--- src/rtl/mem_pkg.sv ---
// rtl/mem_pkg.sv - shared data memory constants and alignment helper
package mem_pkg;

    localparam logic [2:0] XFER_B = 3'd1;
    localparam logic [2:0] XFER_H = 3'd2;
    localparam logic [2:0] XFER_W = 3'd4;

    localparam logic PORT_LSU = 1'b0;
    localparam logic PORT_DMA = 1'b1;

    // Legal size and natural alignment; any other size is reported as not aligned.
    function automatic logic is_aligned(input logic [2:0] size, input logic [1:0] addr_lo);
        logic ok;
        ok = 1'b0;
        case (size)
            XFER_B:  ok = 1'b1;
            XFER_H:  ok = (addr_lo[0] == 1'b0);
            XFER_W:  ok = (addr_lo == 2'b00);
            default: ok = 1'b0;
        endcase
        return ok;
    endfunction

endpackage

--- src/rtl/data_mem_arbiter_if.sv ---
// rtl/data_mem_arbiter_if.sv - request/response and data_mem bus bundle
interface data_mem_arbiter_if #(
    parameter int ADDR_W = 32,
    parameter int DATA_W = 32
);
    logic [1:0]             req_valid;
    logic [1:0]             req_ready;
    logic [1:0]             req_write;
    logic [1:0][2:0]        req_size;
    logic [1:0][ADDR_W-1:0] req_addr;
    logic [1:0][DATA_W-1:0] req_wdata;
    logic [1:0]             rsp_valid;
    logic                   rsp_err;
    logic [DATA_W-1:0]      rsp_rdata;
    logic                   mem_write;
    logic                   mem_read;
    logic [2:0]             xfer_size;
    logic [ADDR_W-1:0]      address;
    logic [DATA_W-1:0]      w_data;
    logic [DATA_W-1:0]      r_data;

    // Requesters plus the memory itself, seen from outside the arbiter.
    modport master (
        output req_valid, req_write, req_size, req_addr, req_wdata, r_data,
        input  req_ready, rsp_valid, rsp_err, rsp_rdata,
        input  mem_write, mem_read, xfer_size, address, w_data
    );

    modport slave (
        input  req_valid, req_write, req_size, req_addr, req_wdata, r_data,
        output req_ready, rsp_valid, rsp_err, rsp_rdata,
        output mem_write, mem_read, xfer_size, address, w_data
    );
endinterface

--- src/rtl/rr_arb2.sv ---
// rtl/rr_arb2.sv - two-way round-robin or fixed-priority grant
module rr_arb2 #(
    parameter int FIXED_PRIO = 0
) (
    input  logic       clk,
    input  logic       reset,
    input  logic [1:0] req,
    output logic [1:0] gnt
);
    logic last_grant;

    // Single requester wins outright; contention goes to the port not served last.
    always_comb begin
        gnt = 2'b00;
        if (!reset) begin
            if (req == 2'b11) begin
                if ((FIXED_PRIO != 0) || last_grant) begin
                    gnt = 2'b01;
                end else begin
                    gnt = 2'b10;
                end
            end else begin
                gnt = req;
            end
        end
    end

    // Remember the last served port; starts at 1 so port 0 wins the first contention.
    always_ff @(posedge clk) begin
        if (reset) begin
            last_grant <= 1'b1;
        end else if (|gnt) begin
            last_grant <= gnt[1];
        end
    end
endmodule

--- src/rtl/data_mem_arbiter.sv ---
// rtl/data_mem_arbiter.sv - shares data_mem between the LSU and the DMA loader
module data_mem_arbiter import mem_pkg::*; #(
    parameter int FIXED_PRIO = 0,
    parameter int ADDR_W     = 32,
    parameter int DATA_W     = 32
) (
    input logic                clk,
    input logic                reset,
    data_mem_arbiter_if.slave  bus
);
    logic [1:0]        gnt;
    logic              gnt_any;
    logic              gnt_port;
    logic              sel_write;
    logic [2:0]        sel_size;
    logic [ADDR_W-1:0] sel_addr;
    logic [DATA_W-1:0] sel_wdata;
    logic              sel_legal;

    logic              rsp_pend;
    logic              rsp_port;
    logic              rsp_err_q;
    logic              rsp_load_q;

    rr_arb2 #(.FIXED_PRIO(FIXED_PRIO)) u_arb (
        .clk   (clk),
        .reset (reset),
        .req   (bus.req_valid),
        .gnt   (gnt)
    );

    assign bus.req_ready = gnt;
    assign gnt_any       = |gnt;
    assign gnt_port      = gnt[PORT_DMA];

    // Mux the winning port's request fields and check size/alignment.
    always_comb begin
        sel_write = bus.req_write[gnt_port];
        sel_size  = bus.req_size[gnt_port];
        sel_addr  = bus.req_addr[gnt_port];
        sel_wdata = bus.req_wdata[gnt_port];
        sel_legal = is_aligned(sel_size, sel_addr[1:0]);
    end

    // Drive data_mem only for a legal grant; illegal requests are swallowed here.
    always_comb begin
        bus.mem_write = 1'b0;
        bus.mem_read  = 1'b0;
        bus.xfer_size = '0;
        bus.address   = '0;
        bus.w_data    = '0;
        if (gnt_any && sel_legal) begin
            bus.mem_write = sel_write;
            bus.mem_read  = ~sel_write;
            bus.xfer_size = sel_size;
            bus.address   = sel_addr;
            bus.w_data    = sel_wdata;
        end
    end

    // Capture each accepted transfer so its response lands exactly one cycle later.
    always_ff @(posedge clk) begin
        if (reset) begin
            rsp_pend   <= 1'b0;
            rsp_port   <= 1'b0;
            rsp_err_q  <= 1'b0;
            rsp_load_q <= 1'b0;
        end else begin
            rsp_pend   <= gnt_any;
            rsp_port   <= gnt_port;
            rsp_err_q  <= gnt_any && !sel_legal;
            rsp_load_q <= gnt_any && sel_legal && !sel_write;
        end
    end

    // Route the response to its requester; reset blanks a response already in flight.
    always_comb begin
        bus.rsp_valid = 2'b00;
        bus.rsp_err   = 1'b0;
        bus.rsp_rdata = '0;
        if (rsp_pend && !reset) begin
            bus.rsp_valid[PORT_LSU] = (rsp_port == PORT_LSU);
            bus.rsp_valid[PORT_DMA] = (rsp_port == PORT_DMA);
            bus.rsp_err             = rsp_err_q;
            if (rsp_load_q) begin
                bus.rsp_rdata = bus.r_data;
            end
        end
    end
endmodule
--- src/flat_wrapper.sv ---
// flat-port wrapper written by rule: the top's interface ports become plain ports
module data_mem_arbiter_flat import mem_pkg::*;
#(
    parameter int FIXED_PRIO = 0,
    parameter int ADDR_W     = 32,
    parameter int DATA_W     = 32
)
  (clk, reset, bus_req_valid, bus_req_write, bus_req_size, bus_req_addr, bus_req_wdata, bus_r_data, bus_req_ready, bus_rsp_valid, bus_rsp_err, bus_rsp_rdata, bus_mem_write, bus_mem_read, bus_xfer_size, bus_address, bus_w_data);
  data_mem_arbiter_if #(.ADDR_W(ADDR_W), .DATA_W(DATA_W)) bus_i ();
  input logic clk;
  input logic reset;
  input wire logic [$bits(bus_i.req_valid)-1:0] bus_req_valid;
  input wire logic [$bits(bus_i.req_write)-1:0] bus_req_write;
  input wire logic [$bits(bus_i.req_size)-1:0] bus_req_size;
  input wire logic [$bits(bus_i.req_addr)-1:0] bus_req_addr;
  input wire logic [$bits(bus_i.req_wdata)-1:0] bus_req_wdata;
  input wire logic [$bits(bus_i.r_data)-1:0] bus_r_data;
  output wire logic [$bits(bus_i.req_ready)-1:0] bus_req_ready;
  output wire logic [$bits(bus_i.rsp_valid)-1:0] bus_rsp_valid;
  output wire logic [$bits(bus_i.rsp_err)-1:0] bus_rsp_err;
  output wire logic [$bits(bus_i.rsp_rdata)-1:0] bus_rsp_rdata;
  output wire logic [$bits(bus_i.mem_write)-1:0] bus_mem_write;
  output wire logic [$bits(bus_i.mem_read)-1:0] bus_mem_read;
  output wire logic [$bits(bus_i.xfer_size)-1:0] bus_xfer_size;
  output wire logic [$bits(bus_i.address)-1:0] bus_address;
  output wire logic [$bits(bus_i.w_data)-1:0] bus_w_data;
  assign bus_i.req_valid = bus_req_valid;
  assign bus_i.req_write = bus_req_write;
  assign bus_i.req_size = bus_req_size;
  assign bus_i.req_addr = bus_req_addr;
  assign bus_i.req_wdata = bus_req_wdata;
  assign bus_i.r_data = bus_r_data;
  assign bus_req_ready = bus_i.req_ready;
  assign bus_rsp_valid = bus_i.rsp_valid;
  assign bus_rsp_err = bus_i.rsp_err;
  assign bus_rsp_rdata = bus_i.rsp_rdata;
  assign bus_mem_write = bus_i.mem_write;
  assign bus_mem_read = bus_i.mem_read;
  assign bus_xfer_size = bus_i.xfer_size;
  assign bus_address = bus_i.address;
  assign bus_w_data = bus_i.w_data;
  data_mem_arbiter #(.FIXED_PRIO(FIXED_PRIO), .ADDR_W(ADDR_W), .DATA_W(DATA_W)) u_core (.clk(clk), .reset(reset), .bus(bus_i));
endmodule
--- config.mk ---
export PLATFORM = sky130hd
export DESIGN_NAME = data_mem_arbiter_flat
export DESIGN_NICKNAME = d
export VERILOG_FILES = /design/src/rtl/mem_pkg.sv /design/src/rtl/data_mem_arbiter_if.sv /design/src/rtl/rr_arb2.sv /design/src/rtl/data_mem_arbiter.sv /design/src/flat_wrapper.sv
export SDC_FILE = /design/constraint.sdc
export NUM_CORES = 1
export LEC_CHECK = 0
export BUFFER_PORTS_ARGS = -buffer_cell sky130_fd_sc_hd__buf_4
export CAP_MARGIN = 10
export CORE_AREA = 2 2 109 111
export CTS_BUF_LIST = sky130_fd_sc_hd__clkbuf_4 sky130_fd_sc_hd__clkbuf_8
export DETAILED_ROUTE_END_ITERATION = 10
export DIE_AREA = 0 0 111 113
export GPL_TIMING_DRIVEN = 0
export PLACE_DENSITY_LB_ADDON = 0.1
export SLEW_MARGIN = 30
export SYNTH_ARGS = -nofsm -noshare
export SYNTH_HDL_FRONTEND = slang
export SYNTH_HIERARCHICAL = 1
export SYNTH_SLANG_ARGS = --single-unit
--- constraint.sdc ---
create_clock -name clk -period 2.2 [get_ports clk]
set_clock_uncertainty 0.1 [all_clocks]
set_input_delay 0.33 -clock clk [delete_from_list [all_inputs] [get_ports clk]]
set_output_delay 0.33 -clock clk [all_outputs]
set_load 0.005 [all_outputs]
==> results of run 1 <==
repair_timing:
action                                 in CTS  in global routing
buffers inserted                           17                  7
setup endpoints to repair                  70                 80
hold buffers                                0                  0
pin swaps                                  21                  7
gates cloned                                2                  1
gates resized for setup                    64                 21
endpoints found under the hold margin       0                  0
layer usage:
| layer | vias up | routed length (um) |
|---|---|---|
| li1 | 1776 | - |
| met1 | 1689 | 4460 |
| met2 | 173 | 7010 |
| met3 | 5 | 1090 |
| met4 | 0 | 61 |
| met5 | - | 0 |
area by class of cell:
class | instances | area [sq um] | share of cell area, %
inverter | 1 | 3.75 | 0.0773
timing repair buffer | 303 | 2380 | 49.1
clock buffer | 4 | 48.8 | 1.01
sequential | 5 | 101 | 2.09
tap | 143 | 179 | 3.69
buffer | 44 | 282 | 5.80
multi-input combinational | 268 | 1860 | 38.3
critical path, cell delays in order, from the launching register on:
cell and delay [ps]:
dfxtp_2 340, nand2_2 60, and3_4 180, buf_8 140
o32ai_4 300, o211ai_4 180, buf_6 180, buf_12 130
a22oi_2 160, buf_4 130
worst paths after layout:
kind / from / to / slack (ps) / cells past startpoint
hold reg to reg: u_core/u_arb/last_grant / u_core/u_arb/last_grant / 480 / 2
setup / recovery: u_core/u_arb/last_grant / bus_w_data[1] / -270 / 9
setup reg to reg: u_core/u_arb/last_grant / u_core/u_arb/last_grant / -230 / 16
hold / removal: reset / u_core/rsp_port / 220 / 2
registers in the layout, indices dropped and copies added (netlist names):
signal and flops:
u_core/rsp_err_q 1, u_core/rsp_load_q 1, u_core/u_arb/last_grant 1, u_core/rsp_pend 1, u_core/rsp_port 1
stage by stage:
stage	hold WS [ps]	power, uW
floorplan	302	311
global placement	384	674
detailed placement	394	679
CTS	212	965
global route	235	1050
finish	221	986
power by group through the flow:
stage / sequential [uW] / clock, uW / combinational [uW]
floorplan: 98.5 / 0 / 212
global placement: 99.0 / 0 / 575
detailed placement: 99.2 / 0 / 580
CTS: 98.4 / 192 / 675
global route: 99.1 / 193 / 757
finish: 98.6 / 188 / 699
kinds of logic (layout without fill, tap and decap cells):
kind of cell / Yosys count / after routing / synth area share (%)
AOI/OAI and AO/OA: 81 / 81 / 31.0
DFF: 5 / 5 / 5.05
buffers and inverters: 45 / 352 / 10.5
and+or+nand+nor: 187 / 187 / 53.5
cells in the final DEF, fill, tap and decap left out, types with 2 or more instances in the layout:
cell | synthesis | final
buf_6 | 3 | 8
nor2_1 | 11 | 9
and2_1 | 2 | 2
dfxtp_1 | 5 | 4
a22oi_1 | 60 | 46
nand3b_1 | 62 | 62
buf_4 | 0 | 302
clkbuf_1 | 28 | 14
a21oi_2 | 0 | 5
nor2b_1 | 6 | 5
clkbuf_2 | 0 | 9
buf_16 | 0 | 2
a21oi_1 | 10 | 4
clkbuf_8 | 0 | 3
a22oi_2 | 4 | 18
buf_2 | 13 | 3
buf_8 | 0 | 2
clkbuf_4 | 0 | 4
nand2_1 | 66 | 65
buf_12 | 0 | 3
and3_1 | 35 | 34
nor2_4 | 0 | 2
==> qor.yml, run 1 <==
die_area_sq_mm: 0.0125
placed_cells: 738
grt_pass1_wl_um: 18800
synthArstFlopShare_pct: 0
clock_latency_ps: 220
synth_edf_count: 0
synth_common_cells: "nand2_1, nand3b_1, a22oi_1"
hpwl_um: 9910
syn_nets: 490
routed_wl_um: 12600
via_per_inst: 4.74
status: "finished with violations"
finalNetCount: 798
yosysMostFrequentCell: "nand2_1"
worstSetupEndpointType: "output port"
grt_max_degree: 11
worst_slew_pin_slew_ps: 428
grt_pass1_vias: 3564
htree_num_levels: 1
hold_path.class: "input pin to flop"
p_sw_share_pct: 34.3
grt_overflow: 0
synth_area_sq_mm: 0.00198
max_cap_violations: 0
portBuffers: 277
ir_drop_uv: 121
antenna_found_initial: 0
crit_arrival_ps: 2040
num-fill-cells: 1197
final_layout_size_suffix_gt1_share_pct: 59.7
postSynthCellCount: 318
synth.distinct_cells: 25
seq_power_share_pct: 10.0
io_pins: 278
timing.fmax_ghz: 0.405
setup_viol: 70
vias: 3643
fin_area_sq_mm: 0.00485
drt_iter0_markers: 156
clock_path_buffers: 2
busiest_layer: "met2"
slew_violations: 0
yosys-top-cells-area: "nand3b_1, a22oi_1, nand2_1"
hold_viol: 0
instances_no_fill: 768
pre_cts_slack_ps: -543
drc: 0
setup_ws_ps: -269
synth_ff_type: "dfxtp_1"
ys_warn_count: 6
min_period_ps: 2470
gr-usage-met1_pct: 19.2
numCtsBuffers: 3
synth_top_area_share_pct: 23.5
synth_area_leader_cell: "nand3b_1"
syn2layout_area_growth_pct: 145
crit_required_ps: 1770
path_max_fanout: 6
setup_tns_ps: -15320
cts_num_sinks: 5
start_kind: "flop"
ys_seq_area_share_pct: 5.05
start_util_pct: 17.6
ys_seq_elements: 5
path_class: "flop to output port"
intPower_uw: 648
dpl_cell_area_sq_mm: 0.00424
grt_usage_pct: 18.4
first_pass_iters: 4
fp.dieH_um: 113
p_per_area_mw_per_mm2: 203
gp_congestion: 0.902
grt_use_met3_pct: 4.50
rsz0062_at_grt: "yes"
power_switching_uw: 338
die_w_um: 111
p_leak_uw: 0.00237
rows: 39
grtUsageMet2_pct: 37.5
diodes: 0
cts_tree: "built"
wl_per_cell_um: 16.4
violations: "setup timing"
clock_power_share_pct: 19.1
postRouteAntennaNets: 0
syn_avg_cell_area_sq_um: 6.23
fin_util_pct: 43.1
coreArea_sq_mm: 0.0113
clk_pin_slew_ps: 40
cts_root_buf: "clkbuf_8"
period_share_pct: 112
maxSlewHeadroom_pct: 71.5
pwr-share-comb_pct: 70.9
Power figures use the tool's default switching activity.
==> inputs of run 2 (changes only) <==
- GPL_ROUTABILITY_DRIVEN: not set -> 0
- clock period: 2.2 -> 2.9 ns (I/O delays scaled with it)
==> run 2 against run 1 <==
  * The run now ends clean
  * Global-route usage shrank 0.97 points
  * Non-clock buffer count shrank 27
  * Core utilization shrank 4.8 points
  * Worst hold slack gained 99 ps
  * Register-to-register slack gained 1200 ps
  * Sequential power shrank 25%
  * Critical path depth shrank 1
  * First-iteration DRC count shrank 21%
  * Sequential share of layout area grew 0.24 points
  * Setup slack gained 450 ps
  * Design area shrank 11%
  * Clock power shrank 25%
  * Critical endpoint is now bus_w_data[30]
==> qor.yml, run 2 (synthesis gave the netlist of run 1 again) <==
dr_wl_met2_um: 6500  # -7.3%
r2r_cells: 8  # -8
portBuffers: 277  # unchanged
grt_overflow: 0  # unchanged
grt_pass1_vias: 3366  # -5.6%
maxSlewHeadroom_pct: 65.4  # -6.0 points
whs_endpoint: "u_core/rsp_port"
drt_iter0_markers: 124  # -21%
coreArea_sq_mm: 0.0113  # unchanged
io_pins: 278  # unchanged
r2r-start: "u_core/u_arb/last_grant"
holdPathStages: 2  # unchanged
fin_util_pct: 38.2  # -4.8 points
clock_path_buffers: 2  # unchanged
postRouteAntennaNets: 0  # unchanged
hold_viol: 0  # unchanged
antenna_found_initial: 0  # unchanged
grt_usage_pct: 17.4  # -0.97 points
worst_slew_pin_slew_ps: 518  # +89.6 ps
worstSetupEndpointType: "output port"
max_cap_violations: 0  # unchanged
diodes: 0  # unchanged
p_per_area_mw_per_mm2: 151  # -25%
layout_common_cells: "buf_4, nand2_1, nand3b_1"
cpMaxStageDelayCell: "dfxtp_1"
min_period_ps: 2720
period_share_pct: 93.8
status: "complete, no violations"
met3WireLength_um: 1140  # +5.3%
path_class: "flop to output port"
cts_num_sinks: 5  # unchanged
rows: 39  # unchanged
finalNetCount: 771  # -3.4%
die_w_um: 111  # unchanged
final_common_cell: "buf_4"
start_util_pct: 17.6  # unchanged
die_area_sq_mm: 0.0125  # unchanged
ir_drop_uv: 82.4  # -32%
htree_num_levels: 1  # unchanged
final_layout_size_suffix_gt1_share_pct: 52.0  # -7.7 points
grt_pass1_wl_um: 17800  # -5.2%
path_max_fanout: 10  # +4
crit_arrival_ps: 2190  # +150 ps
timing.rr.end: "u_core/rsp_load_q"
slowest_delay_ps: 330  # about the same
drt-met1-wl_um: 4210  # -5.7%
crit_required_ps: 2370  # +600 ps
cts_tree: "built"
vias: 3530  # -3.1%
timing.critical_path.cells: "nand2_1 > and3_1 > buf_6 > o32ai_2 > o211ai_2 > buf_2 > a22oi_1 > buf_4"
clk_pin_slew_ps: 40  # about the same
routed.top_layer: "met4"
placed_cells: 738  # unchanged
setup_viol: 0  # -100%
rsz0062_at_grt: "no"
timing.fmax_ghz: 0.368
grt_max_degree: 11  # unchanged
hold_start: "reset"
via_per_inst: 4.76  # +0.43%
numCtsBuffers: 3  # unchanged
syn2layout_area_growth_pct: 117
r2r_slack_ps: 970  # +1200 ps
instances_no_fill: 741  # -3.5%
start_kind: "flop"
clock_latency_ps: 220  # about the same
power_uw: 652  # -34%
hold_path.class: "input pin to flop"
slew_violations: 0  # unchanged
fp.dieH_um: 113  # unchanged
first_pass_iters: 5  # +1
hpwl_um: 9910  # unchanged
p_leak_uw: 0.00214  # -9.7%
routed_wl_um: 11900  # -5.4%
post_cts_buffers: 0  # -17
drc: 0  # unchanged
wl_per_cell_um: 16.1  # -1.9%
cts_root_buf: "clkbuf_8"
holdBufCountCts: 0  # unchanged
## run 2: final cells by class
cell class,count,area (sq um)
fill,1227,6960
sequential,5,100
multi-input combinational,268,1690
timing repair buffer,277,2080
buffer,43,210
clock buffer,4,48.8
tap,143,179
inverter,1,3.75
## run 2: repair_timing
action,4_1_cts,5_1_grt
endpoints found under the setup margin,68,19
cloned,0,0
pin swaps,0,0
resized for setup,4,8
## run 2: how the worst max path moves through the flow
stage	start	endpoint	cells after the start
floorplan	bus_req_valid[0]	bus_address[27]	8
global placement	reset	bus_w_data[25]	9
detailed placement	reset	bus_w_data[25]	9
CTS	u_core/u_arb/last_grant	bus_address[16]	8
global route	u_core/u_arb/last_grant	bus_w_data[25]	8
finish	u_core/u_arb/last_grant	bus_w_data[30]	8
## run 2: routing by layer
| layer | GRT usage (%) | vias up |
|---|---|---|
| met5 | 0 | - |
| met4 | 2.58 | 0 |
| met3 | 4.50 | 7 |
| met2 | 35.2 | 199 |
| met1 | 18.3 | 1601 |
| li1 | - | 1723 |
## run 2: worst max-delay path: cells and delay by family (launching register included)
kind,cells,cell delay [ps]
AOI/OAI and AO/OA,3,810
buffers and inverters,3,560
DFF,1,330
and+or+nand+nor,2,280
## run 2: power breakdown
part / internal, uW / switching (uW)
logic: 254 / 183
clock network: 104 / 37.3
registers: 72.7 / 1.47
total: 430 / 222
## run 2: metrics by stage
| stage | hold slack [ps] | worst slack [ps] | TNS [ps] | cell area [sq um] |
|---|---|---|---|---|
| CTS | 317 | 30.6 | 0 | 4300 |
| finish | 320 | 179 | 0 | 4310 |
| global route | 339 | 5.75 | 0 | 4310 |
| detailed placement | 394 | -52.9 | -1110 | 4240 |
| global placement | 384 | -73.1 | -1370 | 4240 |
| floorplan | 368 | 649 | 0 | 1980 |
